`config.mk`:
```
export PLATFORM = sky130hd
export DESIGN_NAME = cfu_job_initiator
export DESIGN_NICKNAME = d
export VERILOG_FILES = /design/src/rtl/cfu_cmd_pkg.sv /design/src/rtl/cfu_cmd_port.sv /design/src/rtl/cfu_job_initiator.sv
export SDC_FILE = /design/constraint.sdc
export NUM_CORES = 1
export LEC_CHECK = 0
export ABC_CLOCK_PERIOD_IN_PS = 4050
export BUFFER_PORTS_ARGS = -buffer_cell sky130_fd_sc_hd__buf_4
export CORE_MARGIN = 4
export CORE_UTILIZATION = 56
export DETAILED_ROUTE_END_ITERATION = 10
export PLACE_DENSITY_LB_ADDON = 0.2
export SYNTH_ARGS = -nofsm -noshare
export SYNTH_HDL_FRONTEND = slang
export SYNTH_HIERARCHICAL = 1
export SYNTH_SLANG_ARGS = --single-unit
```
`constraint.sdc`:
```
create_clock -name clk -period 4.05 [get_ports clk]
set_clock_uncertainty 0.2 [all_clocks]
set_input_delay 0.6075 -clock clk [delete_from_list [all_inputs] [get_ports clk]]
set_output_delay 0.6075 -clock clk [all_outputs]
set_load 0.1 [all_outputs]
```
`src/rtl/cfu_cmd_pkg.sv`:
```
// cfu_cmd_pkg: CFU command codes, kernel geometry and job FSM encodings
package cfu_cmd_pkg;
  localparam logic [6:0] CFU_WR_INPUT   = 7'd1;
  localparam logic [6:0] CFU_WR_FILTER  = 7'd2;
  localparam logic [6:0] CFU_SET_OFFSET = 7'd3;
  localparam logic [6:0] CFU_SET_DEPTH  = 7'd5;
  localparam logic [6:0] CFU_START      = 7'd6;
  localparam logic [6:0] CFU_READ_ACC   = 7'd7;
  localparam logic [6:0] CFU_STATUS     = 7'd9;
  localparam int KERNEL_LENGTH = 8;
  typedef enum logic [3:0] {
    ST_IDLE, ST_LOAD_IN, ST_LOAD_FLT, ST_SET_OFS, ST_SET_DEPTH,
    ST_START, ST_POLL, ST_READ_ACC, ST_DONE
  } job_state_t;
  typedef enum logic [1:0] {PH_FETCH, PH_CAPTURE, PH_CMD} load_phase_t;
  function automatic logic [9:0] fid(input logic [6:0] f7);
    return {f7, 3'b000};
  endfunction
endpackage

```
`src/rtl/cfu_cmd_port.sv`:
```
// cfu_cmd_port: single-outstanding CFU command issue and response collection
module cfu_cmd_port (
  input  logic        clk,
  input  logic        reset_n,
  input  logic        req_valid,
  input  logic [9:0]  req_function_id,
  input  logic [31:0] req_inputs_0,
  input  logic [31:0] req_inputs_1,
  output logic        done,
  output logic [31:0] done_data,
  output logic        cmd_valid,
  input  logic        cmd_ready,
  output logic [9:0]  cmd_payload_function_id,
  output logic [31:0] cmd_payload_inputs_0,
  output logic [31:0] cmd_payload_inputs_1,
  input  logic        rsp_valid,
  output logic        rsp_ready,
  input  logic [31:0] rsp_payload_outputs_0
);
  logic busy;
  // requester holds the payload steady until done, so it passes straight through
  assign cmd_valid = req_valid && !busy;
  assign cmd_payload_function_id = req_function_id;
  assign cmd_payload_inputs_0 = req_inputs_0;
  assign cmd_payload_inputs_1 = req_inputs_1;
  assign rsp_ready = busy;
  assign done = busy && rsp_valid;
  assign done_data = rsp_payload_outputs_0;
  always_ff @(posedge clk)
    if (!reset_n) busy <= 1'b0;
    else if (cmd_valid && cmd_ready) busy <= 1'b1;
    else if (done) busy <= 1'b0;
endmodule

```
`src/rtl/cfu_job_initiator.sv`:
```
// cfu_job_initiator: runs a full conv1d job on the CFU from a local byte memory
module cfu_job_initiator
  import cfu_cmd_pkg::*;
#(
  parameter int BUF_BYTES  = 1024,
  parameter int POLL_LIMIT = 65535
) (
  input  logic        clk,
  input  logic        reset_n,
  input  logic        job_valid,
  output logic        job_ready,
  input  logic [10:0] job_len,
  input  logic [31:0] job_input_offset,
  output logic        src_rd_en,
  output logic [10:0] src_addr,
  input  logic [7:0]  src_rd_data,
  output logic        cmd_valid,
  input  logic        cmd_ready,
  output logic [9:0]  cmd_payload_function_id,
  output logic [31:0] cmd_payload_inputs_0,
  output logic [31:0] cmd_payload_inputs_1,
  input  logic        rsp_valid,
  output logic        rsp_ready,
  input  logic [31:0] rsp_payload_outputs_0,
  output logic        result_valid,
  input  logic        result_ready,
  output logic [31:0] result_acc,
  output logic        result_timeout
);
  job_state_t state;
  load_phase_t ph;
  logic [9:0] idx;
  logic [7:0] depth, job_depth, byte_q;
  logic [31:0] ofs, in0, in1, done_data;
  logic [15:0] polls, polls_n;
  logic [6:0] f7;
  logic loading, last, req_valid, done;
  assign job_depth = 8'(job_len / 11'(KERNEL_LENGTH));
  assign loading = state == ST_LOAD_IN || state == ST_LOAD_FLT;
  assign last = {1'b0, idx} == 11'(depth * KERNEL_LENGTH - 1);
  assign polls_n = &polls ? polls : polls + 16'd1;
  assign req_valid = loading ? ph == PH_CMD : !(state inside {ST_IDLE, ST_DONE});
  assign job_ready = state == ST_IDLE;
  assign result_valid = state == ST_DONE;
  assign src_rd_en = loading && ph == PH_FETCH;
  assign src_addr = !src_rd_en ? 11'd0 : state == ST_LOAD_FLT ? 11'(BUF_BYTES) + 11'(idx) : 11'(idx);
  assign f7 = state == ST_LOAD_IN   ? CFU_WR_INPUT   :
              state == ST_LOAD_FLT  ? CFU_WR_FILTER  :
              state == ST_SET_OFS   ? CFU_SET_OFFSET :
              state == ST_SET_DEPTH ? CFU_SET_DEPTH  :
              state == ST_START     ? CFU_START      :
              state == ST_POLL      ? CFU_STATUS     :
              state == ST_READ_ACC  ? CFU_READ_ACC   : 7'd0;
  assign in0 = loading ? {22'd0, idx} : 32'd0;
  assign in1 = loading ? {{24{byte_q[7]}}, byte_q} :
               state == ST_SET_OFS ? ofs :
               state == ST_SET_DEPTH ? {24'd0, depth} : 32'd0;
  cfu_cmd_port port (
    .clk(clk),
    .reset_n(reset_n),
    .req_valid(req_valid),
    .req_function_id(fid(f7)),
    .req_inputs_0(in0),
    .req_inputs_1(in1),
    .done(done),
    .done_data(done_data),
    .cmd_valid(cmd_valid),
    .cmd_ready(cmd_ready),
    .cmd_payload_function_id(cmd_payload_function_id),
    .cmd_payload_inputs_0(cmd_payload_inputs_0),
    .cmd_payload_inputs_1(cmd_payload_inputs_1),
    .rsp_valid(rsp_valid),
    .rsp_ready(rsp_ready),
    .rsp_payload_outputs_0(rsp_payload_outputs_0)
  );
  always_ff @(posedge clk)
    if (!reset_n) begin
      state <= ST_IDLE;
      ph <= PH_FETCH;
      idx <= '0;
      depth <= '0;
      ofs <= '0;
      byte_q <= '0;
      polls <= '0;
      result_acc <= '0;
      result_timeout <= 1'b0;
    end else begin
      case (state)
        ST_IDLE: if (job_valid) begin
          depth <= job_depth;
          ofs <= job_input_offset;
          idx <= '0;
          ph <= PH_FETCH;
          polls <= '0;
          result_acc <= '0;
          result_timeout <= 1'b0;
          state <= job_depth == 8'd0 ? ST_DONE : ST_LOAD_IN;
        end
        ST_LOAD_IN, ST_LOAD_FLT:
          if (ph == PH_FETCH) ph <= PH_CAPTURE;
          else if (ph == PH_CAPTURE) begin
            byte_q <= src_rd_data;
            ph <= PH_CMD;
          end else if (done) begin
            ph <= PH_FETCH;
            idx <= last ? '0 : idx + 10'd1;
            if (last) state <= state == ST_LOAD_IN ? ST_LOAD_FLT : ST_SET_OFS;
          end
        ST_SET_OFS: if (done) state <= ST_SET_DEPTH;
        ST_SET_DEPTH: if (done) state <= ST_START;
        ST_START: if (done) state <= ST_POLL;
        ST_POLL: if (done) begin
          polls <= polls_n;
          if (done_data[0]) state <= ST_READ_ACC;
          else if (polls_n >= 16'(POLL_LIMIT)) begin
            state <= ST_DONE;
            result_timeout <= 1'b1;
          end
        end
        ST_READ_ACC: if (done) begin
          result_acc <= done_data;
          state <= ST_DONE;
        end
        ST_DONE: if (result_ready) state <= ST_IDLE;
        default: state <= ST_IDLE;
      endcase
    end
endmodule
```
==> metrics.txt <==
post-cts resize count 0; sw frac just under 40%; Root Driver clkbuf_16; cell count after synthesis 878; HP Class primary input to flop; Wirelength per Cell roughly 15 microns; PD cells around 540 nW/um^2; cts bufs inserted 17; DRC marker count from the first detailed-route iteration just under 600; setup TNS 0 ns; number of antenna violations at the first check in global routing 0; max layer used met4; Reg-to-Reg Start polls[0]$_SDFFE_PN0P_; worst hold slack around 0.23 ns; YS warnings 6; Slew @ Worst Pin 1.10 ns; first-pass GRT wire length 26,600 microns; final setup violation count 0; Worst Hold Path EP ofs[21]$_SDFFE_PN0P_; R2R Path End state[3]$_SDFFE_PN0P_; status finished clean; CP max-delay cell nor3_1; Comb power frac between 30% and 40%; Critical Path Max Stage Delay roughly 0.9 ns; vias in the first global route 5,329; Arr. time, crit path 2.89 ns; IO Pins around 210; Rows 39; All-Layer GR Usage 24.8%; RSZ-0062 raised after global routing no; Post-synth EDFFs 0; H-tree Lvls 4; Layout fillers just over 1,000; f_max ~270 MHz; Final Max Tran Viols 0; startpoint types flop; CP Cell Sequence and2b_2, o21ai_0, nor3_1, and3_1, buf_4; crit path time final about 3.7 ns; Chip Height roughly 120 microns; Port Buffers 180; antenna viol nets, final 0; Int Pwr roughly 2.6 mW; Netlist cell types 64; R2R cell count 8; Non-Filler Instances around 1,100; Flop pwr share a little under a third; post-detail-place hpwl 11,400 microns; drt pass-1 iters 6; Core Area ~11,000 sq um; Yosys reg bits about 110; Final Util approximately 69%; Netlist Area Pre-Place 6530 sq um; Tcrit/Tclk final around 91%; Hold-fix buffers, CTS 0; via count just over 6,000; DRC viols 0; Seq/Total Area, Yosys a little over a third; WL met2 a little over 8000 microns; CTS tree done; asr flop ratio synth 0%; Worst setup EP type output port; syn_area_per_cell between 7 and 8 sq um; worst vdd ir 334 uV; Clock transition at path regs around 0.050 ns; Overflow after GRT 0; P&R area growth vs syn 20.5%; area occupied by registers between 2000 and 2500 sq um; die width 116 microns; DRT met1 WL between 6000 and 7000 microns; n_diodes 0; clock buffer depth 2; clock power share between 30% and 40%; total wire length approximately 17,000 microns; clk_lat worst skew 0.42 ns; CTS sink count 114; Synth Flop Type dfxtp_1; gpl congestion ~0.93; Cells after DPL between 1,000 and 1,500; required time worst endpoint around 3.2 ns; Max-Cap Viols 0; share of layout cells above drive strength 1 approximately a quarter; Die ar. between 10,000 and 15,000 sq um; largest net degree at the start of global routing 55; DR vias/cell 5.44; Post-layout nets around 1,000; final hold viol count 0; multi-input logic area 3300 sq um; initial core utilization 57.2%; critical path fanouts, max 15; Post-CTS Setup Repair Bufs 0; cell leakage power about 3.4 nW; switching pwr between 1.5 and 2 mW; kind of critical path flop to output port; Hold Path Depth 3; reg-to-reg slack, setup about 0.77 ns; Max-slew headroom 26.0%; metal3 WL around 1500 microns; Hold Startpoint job_input_offset[21]
[Yosys cell counts (3+ instances only)]
master,count,area (sq um)
a21oi_1,94,470
a311oi_1,7,61.3
a31oi_1,6,37.5
and2_1,21,131
and3_1,9,56.3
and4_1,6,52.6
buf_2,12,60.1
buf_4,106,796
clkbuf_1,41,154
dfxtp_1,114,2280
ha_1,3,37.5
inv_1,14,52.6
mux2i_1,20,200
nand2_1,193,724
nand2b_1,3,18.8
nand3_1,48,240
nand4_1,12,75.1
nor2_1,50,188
nor3_1,13,65.1
nor4_1,5,31.3
o21ai_0,25,125
o21ai_1,3,15.0
or3_1,3,18.8
or4_1,5,37.5
xnor2_1,6,52.6
xor2_1,12,105
[power groups by stage]
stage          combinational, mW  clock (mW)  sequential [mW]
3_3_place_gp                1.38           0             1.36
5_1_grt                     1.50        1.61             1.36
3_5_place_dp                1.39           0             1.37
2_1_floorplan               1.16           0             1.34
6_report                    1.39        1.53             1.35
4_1_cts                     1.39        1.55             1.34
[layout make-up]
class / instances / area share [%]
multi-input combinational: 615 / 41.9
sequential: 114 / 29.0
timing repair buffer: 191 / 18.4
clock buffer: 23 / 6.07
tap: 143 / 2.27
clock inverter: 9 / 1.64
inverter: 15 / 0.716
[how the worst max path moves through the flow]
stage,from,end,slack (ns),cells after the start
3_5_place_dp,state[0]$_SDFFE_PN0P_,src_addr[10],0.82,5
6_report,state[0]$_SDFFE_PN0P_,src_addr[10],0.35,5
5_1_grt,state[2]$_SDFFE_PN0P_,src_addr[10],0.06,5
4_1_cts,state[1]$_SDFFE_PN0P_,src_addr[10],0.36,5
3_3_place_gp,state[0]$_SDFFE_PN0P_,src_addr[10],0.81,5
2_1_floorplan,state[1]$_SDFFE_PN0P_,src_addr[2],0.26,6
[state kept, by name, indices dropped and copies added (netlist names)]
name	flops
port/rsp_ready	1
ph	2
polls	16
byte_q	8
ofs	32
result_timeout	1
result_acc	32
depth	8
state	4
idx	10
[metrics by stage]
step	power, mW	cell area, sq um	setup slack, ns
final	4.26	7870	0.354
after global placement	2.74	7260	0.809
after CTS	4.28	7870	0.363
after global routing	4.47	7870	0.0616
after detailed placement	2.75	7260	0.823
after floorplan	2.51	6630	0.262
[placed cells by master (no fill, tap or decap), types with 5 or more instances in the layout]
master,n
a21oi_1,94
a311oi_1,7
a31oi_1,5
and2_1,21
and3_1,9
and4_1,6
buf_4,190
clkbuf_16,17
conb_1,28
dfxtp_1,114
inv_1,14
mux2i_1,20
nand2_1,193
nand3_1,48
nand4_1,12
nor2_1,49
nor3_1,12
nor4_1,5
o21ai_0,25
or4_1,5
xnor2_1,6
xor2_1,12
[cells by family (layout without fill, tap and decap cells)]
family | after synthesis | in the layout | synth area share [%]
flops | 114 | 114 | 34.9
simple gates | 388 | 388 | 28.2
buf+inv | 176 | 238 | 16.5
mux | 20 | 20 | 3.07
fa+ha+maj | 4 | 4 | 0.728
other cells | 1 | 28 | 0.0574
compound gates | 157 | 157 | 14.1
xor+xnor | 18 | 18 | 2.41
[worst max-delay path: cells and delay by family (launching register included)]
family / cells / cell delay (ns)
compound gates: 1 / 0.18
flops: 1 / 0.57
buf+inv: 1 / 0.29
simple gates: 3 / 1.41
[routing by layer]
layer / up-vias / global-route usage, %
li1: 2999 / -
met1: 2779 / 31.7
met2: 234 / 39.7
met3: 26 / 7.57
met4: 0 / 8.66
met5: - / 0
No activity file was read; power rests on OpenSTA's default activity.
